--- src/rtl/divider_target_tx.sv ---
// Serial loader for a downstream clock divider's target word: valid/ready in, MSB-first
// target_data/target_clock out, then a latch strobe. DIVIDER_TARGET_TX_PARITY_EN appends even parity.
module divider_target_tx #(
  parameter int WORD_WIDTH  = 16,
  parameter int HALF_PERIOD = 4,
  parameter int MIN_TARGET  = 2
) (
  input  logic                  system_clock,
  input  logic                  external_reset_n,
  input  logic                  load_valid,
  input  logic [WORD_WIDTH-1:0] load_target,
  output logic                  load_ready,
  output logic                  target_clock,
  output logic                  target_data,
  output logic                  target_latch,
  output logic                  busy,
  output logic                  done,
  output logic                  reject
);

`ifdef DIVIDER_TARGET_TX_PARITY_EN
  localparam int NBITS = WORD_WIDTH + 1;
`else
  localparam int NBITS = WORD_WIDTH;
`endif
  localparam int IW = $clog2(NBITS);

  localparam logic [1:0] S_IDLE  = 2'd0;
  localparam logic [1:0] S_SETUP = 2'd1;
  localparam logic [1:0] S_HIGH  = 2'd2;
  localparam logic [1:0] S_LATCH = 2'd3;

  localparam logic [7:0] HP_LAST = 8'(HALF_PERIOD - 1);

  logic [1:0]       state;
  logic [7:0]       cnt;
  logic [NBITS-1:0] sreg;
  logic [IW-1:0]    idx;
  logic [NBITS-1:0] frame_word;
  logic             hp_end;

`ifdef DIVIDER_TARGET_TX_PARITY_EN
  assign frame_word = {load_target, ^load_target};
`else
  assign frame_word = load_target;
`endif

  assign hp_end = (cnt == HP_LAST);

  // Every output is a flop written together with the state it belongs to, so nothing glitches.
  always_ff @(posedge system_clock or negedge external_reset_n) begin
    if (!external_reset_n) begin
      state        <= S_IDLE;
      cnt          <= '0;
      sreg         <= '0;
      idx          <= '0;
      load_ready   <= 1'b1;
      target_clock <= 1'b0;
      target_data  <= 1'b0;
      target_latch <= 1'b0;
      busy         <= 1'b0;
      done         <= 1'b0;
      reject       <= 1'b0;
    end else begin
      done   <= 1'b0;
      reject <= 1'b0;
      case (state)
        S_IDLE: begin
          if (load_valid) begin
            if (load_target < WORD_WIDTH'(MIN_TARGET)) begin
              reject <= 1'b1;
            end else begin
              state       <= S_SETUP;
              cnt         <= '0;
              sreg        <= frame_word;
              idx         <= IW'(NBITS - 1);
              busy        <= 1'b1;
              load_ready  <= 1'b0;
              target_data <= frame_word[NBITS-1];
            end
          end
        end
        S_SETUP: begin
          if (hp_end) begin
            state        <= S_HIGH;
            cnt          <= '0;
            target_clock <= 1'b1;
          end else begin
            cnt <= cnt + 8'd1;
          end
        end
        S_HIGH: begin
          if (hp_end) begin
            cnt          <= '0;
            target_clock <= 1'b0;
            if (idx == '0) begin
              state        <= S_LATCH;
              target_data  <= 1'b0;
              target_latch <= 1'b1;
            end else begin
              // Data moves on the falling edge so it is settled long before the next rise.
              state       <= S_SETUP;
              idx         <= idx - 1'b1;
              target_data <= sreg[idx - 1'b1];
            end
          end else begin
            cnt <= cnt + 8'd1;
          end
        end
        S_LATCH: begin
          if (hp_end) begin
            state        <= S_IDLE;
            cnt          <= '0;
            sreg         <= '0;
            target_latch <= 1'b0;
            busy         <= 1'b0;
            load_ready   <= 1'b1;
            done         <= 1'b1;
          end else begin
            cnt <= cnt + 8'd1;
          end
        end
        default: begin
          state <= S_IDLE;
          cnt   <= '0;
        end
      endcase
    end
  end

endmodule
--- config.mk ---
export PLATFORM = sky130hd
export DESIGN_NAME = divider_target_tx
export DESIGN_NICKNAME = d
export VERILOG_FILES = /design/src/rtl/divider_target_tx.sv
export SDC_FILE = /design/constraint.sdc
export NUM_CORES = 1
export LEC_CHECK = 0
export BUFFER_PORTS_ARGS = -buffer_cell sky130_fd_sc_hd__buf_2
export CAP_MARGIN = 25
export CELL_PAD_IN_SITES_DETAIL_PLACEMENT = 0
export CELL_PAD_IN_SITES_GLOBAL_PLACEMENT = 1
export CORE_MARGIN = 1.5
export CORE_UTILIZATION = 45
export CTS_BUF_LIST = sky130_fd_sc_hd__clkbuf_8
export CTS_CLUSTER_SIZE = 16
export DETAILED_ROUTE_END_ITERATION = 7
export GPL_TIMING_DRIVEN = 0
export PLACE_DENSITY = 0.78
export SETUP_SLACK_MARGIN = 0.02
export SKIP_LAST_GASP = 1
export SYNTH_ARGS = -nofsm -noshare
export SYNTH_HDL_FRONTEND = slang
export SYNTH_SLANG_ARGS = --single-unit
--- constraint.sdc ---
create_clock -name system_clock -period 2.7 [get_ports system_clock]
set_input_delay 0.675 -clock system_clock [delete_from_list [all_inputs] [get_ports system_clock]]
set_output_delay 0.675 -clock system_clock [all_outputs]
set_load 0.05 [all_outputs]
======== After elaboration in Yosys (flattened, before gate mapping) ========
Cells that the tools add are included.
cells by class
  add/subtract/negate cells ............... 2
  order comparisons ....................... 2
  equality and inequality tests ........... 11
  mux-type cells .......................... 44
  reduce and logical (&&, ||, !) cells .... 14
operator list
  cell                                                 number
  two-way mux 16 bit                                   3
  case mux 16 bit (2 select lines)                     1
  two-way mux 8 bit                                    3
  two-way mux 1 bit                                    18
  < comparator 16 x 2 -> 1 bit, second input constant  1
  two-way mux 4 bit                                    4
  case mux 8 bit (2 select lines)                      1
  inequality test 2 bit, second input constant         7
  two-way mux 2 bit                                    6
  AND reduction 4 bit                                  3
  case mux 1 bit (2 select lines)                      5
  AND reduction 5 bit                                  2
  adder 8 x 1 -> 8 bit, second input constant          1
  equality test 8 x 2 -> 1 bit, second input constant  1
  case mux 2 bit (4 select lines)                      1
  case mux 4 bit (2 select lines)                      1
  nonzero test 2 bit                                   4
  < comparator 4 x 5 -> 1 bit, second input constant   1
  binary-select mux 1 bit (select 4 bit)               1
  equality test 2 bit, second input constant           2
  logical NOT 4 bit                                    1
  subtractor 4 x 1 -> 4 bit, second input constant     1
  AND reduction 3 bit                                  1
  OR reduction 3 bit                                   1
  other kinds (3)                                      3
storage, ports and cells
  bits in registers ....................... 37
  bits of input ports ..................... 19
  output and inout bits ................... 7
  word-level logic and storage cells ...... 84

======== Depth between registers and ports, before layout ========
  depth after elaboration ................. 6
  mapped depth ............................ 8
  gate-level depth less buffers ........... 7

======== Worst setup path after synthesis ========
No wires, ideal clock.
  kind .................................... input -> register
  from .................................... input port load_target[10]
  to ...................................... register target_data
  setup time .............................. 0.079 ns
  data arrival time ....................... 2.006 ns
  data required time ...................... 2.621 ns
  slack ................................... 0.615 ns
  stages .................................. 5
  path buffers ............................ 0
  path through ............................ nor4_1 > a41oi_1 > nor3_1 > or3_4 > mux2i_1
on the way
  longest elaborated chain between the ends .. 3
ends and longest elaborated chain
  element                                 RTL line  text
  from (decl)                             11        input logic [WORD_WIDTH-1:0] load_target,
  < comparator 16 x 2 -> 1 bit            70        if (load_target < WORD_WIDTH'(MIN_TARGET)) begin
  inequality test 2 bit (no source line)  n/a
  AND reduction 4 bit (no source line)    n/a
  to (signal assigned)                    79        target_data <= frame_word[NBITS-1];
  to (signal assigned)                    104       target_data <= sreg[idx - 1'b1];
  to (decl)                               14        output logic target_data,
Every way passes these cells.
A chain may end at the register's enable or synchronous reset.

======== Worst setup path in the final report ========
Same ends and word-level chain as after synthesis.

==> results.cfg <==
[timing]
finalSetupViolCount = 0
finalWorstSetupSlack_ns = 0.1623
fin_crit_sh_pct = 93.99
hold_viol = 0
slew_headroom_pct = 42.20
setup_tns_ns = 0
worstMarginPinSlew_ns = 0.8605
final_max_slew_viol_count = 0
min_period_ns = 2.538
rsz0062_at_grt = false
skew_ns = 0.005734
max_freq_ghz = 0.3941

[clocking]
clk_latency_ns = 0.29
numCtsBuffers = 5
post_cts_resized = 0
clock-root-buffer = clkbuf_8
clock_sinks = 37
cts_tree = built
clk_pin_slew_worst_paths_ns = 0.07
cts_hold_repair.buffers = 0
cts_setup_buffers = 0
cts_max_level = 2
cts_buffer_depth = 2

[detailed_routing]
totalWireLength_um = 4013
vias = 1531
antenna_left = 0
drc = 0
wl_per_cell_um = 14.59
drtIter0Drc = 83
viasPerCell = 5.567
firstDrtPassIters = 4

[global_route]
gr-total-overflow = 0
grt_max_degree = 38
antenna_found_initial = 0
grt_usage_pct = 20.67
grt_pass1_wl_um = 6996
first_global_vias = 1482

[power_and_ir_drop]
seqPwrFrac_pct = 39.3
switching_share_pct = 39.65
p_clk_share_pct = 16.6
p_int_mw = 1.298
power_leakage_nw = 0.9881
combPwrFrac_pct = 44.1
power_switching_mw = 0.8527
irDropWorstVdd_mv = 0.4146
power.total_mw = 2.151
power.density_nw_per_um2 = 1015

[worst_setup_path]
setup.worst_path.end_class = flop
worstSetupStartpointType = primary input
arrival_ns = 2.75
crit_slowest_cell = nor3_1
crit_family = simple AND/OR/NAND/NOR gates
critPathMaxStageDelay_ns = 0.71
cp.required_ns = 2.91
crit_path_cell_trace = buf_2, nor4_1, a41oi_1, nor3_1, or3_4, mux2i_1
crit_path_max_fanout = 9
worstSetupPathType = primary input to flop
crit_buf_inv = 1

[synthesis]
postSynthAreaPerCell_um2 = 9.645
yosys_warnings = 0
synth_top_area_share_pct = 48.65
synthFlopType = dfrtp_1
yosys-top-cells-area = dfrtp_1 (49%), o21ai_0 (8.1%), mux4_2 (6.1%)
synth_top_cell_by_area = dfrtp_1
async_flop_share_pct = 100.0
synth.net_count = 213
ys_seq_area_share_pct = 50.07
synth_cells = 192
synth_area_um2 = 1852
synth.ff_latch_count = 37
yosysUniqueCellTypes = 39
synth_enable_flop_cells = 0

[outcome]
status = complete, no violations

[finish]
layout_common_cells = dfrtp_1 (36), buf_2 (30), inv_1 (30), o21ai_0 (30), nand3_1 (18)
synthToLayoutAreaGrowth_pct = 14.46
antenna_cells = 0
layout_commonest_cell = dfrtp_1
final_area_um2 = 2120
nets = 245
drive_above_1_share_pct = 21.33

[placed_design]
dpl_cell_area_um2 = 2039
dp_slack_ns = -0.1476
place.gp.congestion = 0.8158
place.detailed.hpwl_um = 2988
numPortBuffers = 25

[die]
ios = 26
dieWidth_um = 67.15
start_util_pct = 46.63
die_h_um = 67.15
core-area_um2 = 3971
die-area_um2 = 4509
rows = 23

[job]
drv_cap = 0

[worst_hold_path]
hold_class = primary input to async pin
-- final timing paths --
kind / startpoint / to / slack [ns] / depth (start not counted)
worst min register to register: load_ready / load_ready / 0.47 / 2
worst max register to register: idx[0] / target_data / 0.46 / 7
max in group asynchronous: external_reset_n / sreg[7] / 1.70 / 1
worst max-delay path: load_target[10] / target_data / 0.16 / 6
min in group system_clock: load_ready / load_ready / 0.47 / 2
worst min-delay path: external_reset_n / cnt[1] / 0.47 / 1
-- power groups by stage --
stage	clock network [mW]	registers [mW]	logic, mW
floorplan	0	0.890	0.673
global placement	0	0.845	0.922
detailed placement	0	0.856	0.948
CTS	0.369	0.845	0.953
global route	0.386	0.868	1.07
finish	0.356	0.845	0.949
-- registers in the layout, summed over array words and instances (netlist names) --
| name | count |
|---|---|
| target_clock | 1 |
| target_data | 1 |
| done | 1 |
| busy | 1 |
| load_ready | 1 |
| state | 2 |
| sreg | 16 |
| cnt | 8 |
| idx | 4 |
| reject | 1 |
| target_latch | 1 |
-- stage by stage --
step           util (%)  hold slack, ns  std cells
6_report          53.37          0.4709        275
5_1_grt           53.37          0.4874        275
3_5_place_dp      51.35          0.4647        267
3_3_place_gp      51.35          0.4593        267
2_1_floorplan         -          0.3794        192
4_1_cts           53.37          0.4745        275
-- cell families after synthesis --
group,Yosys count,synth area share (%)
AOI/OAI and AO/OA,51,16.62
xor gates and xnor gates,2,0.9461
adders and majority gates,2,1.351
buffers and inverters,35,7.432
DFF,37,50.07
muxes,7,7.162
and+or+nand+nor,58,16.42
-- routing by layer --
metal | part of all wire, % | vias up | global-route usage (%)
met1 | 48 | 770 | 29.50
met4 | 1.1 | 0 | 7.653
met3 | 2.9 | 5 | 3.833
met2 | 47 | 21 | 31.56
met5 | 0 | - | 0
li1 | - | 735 | -
-- area by class of cell --
| class | count | area, µm² |
|---|---|---|
| Inverter | 27 | 101.3 |
| Buffer | 8 | 36.28 |
| Clock inverter | 3 | 11.26 |
| Sequential cell | 37 | 927.1 |
| Tap cell | 50 | 62.56 |
| Fill cell | 380 | 1852 |
| Clock buffer | 5 | 68.82 |
| Multi-Input combinational cell | 120 | 787.0 |
| Timing Repair Buffer | 25 | 125.1 |
-- cell usage after synthesis (2+ instances only) --
| library cell | n |
|---|---|
| a21oi_1 | 5 |
| a31oi_1 | 2 |
| and3_1 | 3 |
| buf_2 | 5 |
| clkbuf_1 | 3 |
| dfrtp_1 | 36 |
| ha_1 | 2 |
| inv_1 | 27 |
| mux2i_1 | 2 |
| mux4_2 | 5 |
| nand2_1 | 9 |
| nand3_1 | 18 |
| nor2_1 | 12 |
| nor2b_1 | 2 |
| nor3_1 | 4 |
| nor4_1 | 3 |
| o21ai_0 | 30 |
| o31ai_1 | 3 |
Note: power is estimated with default switching activity, not from simulation.
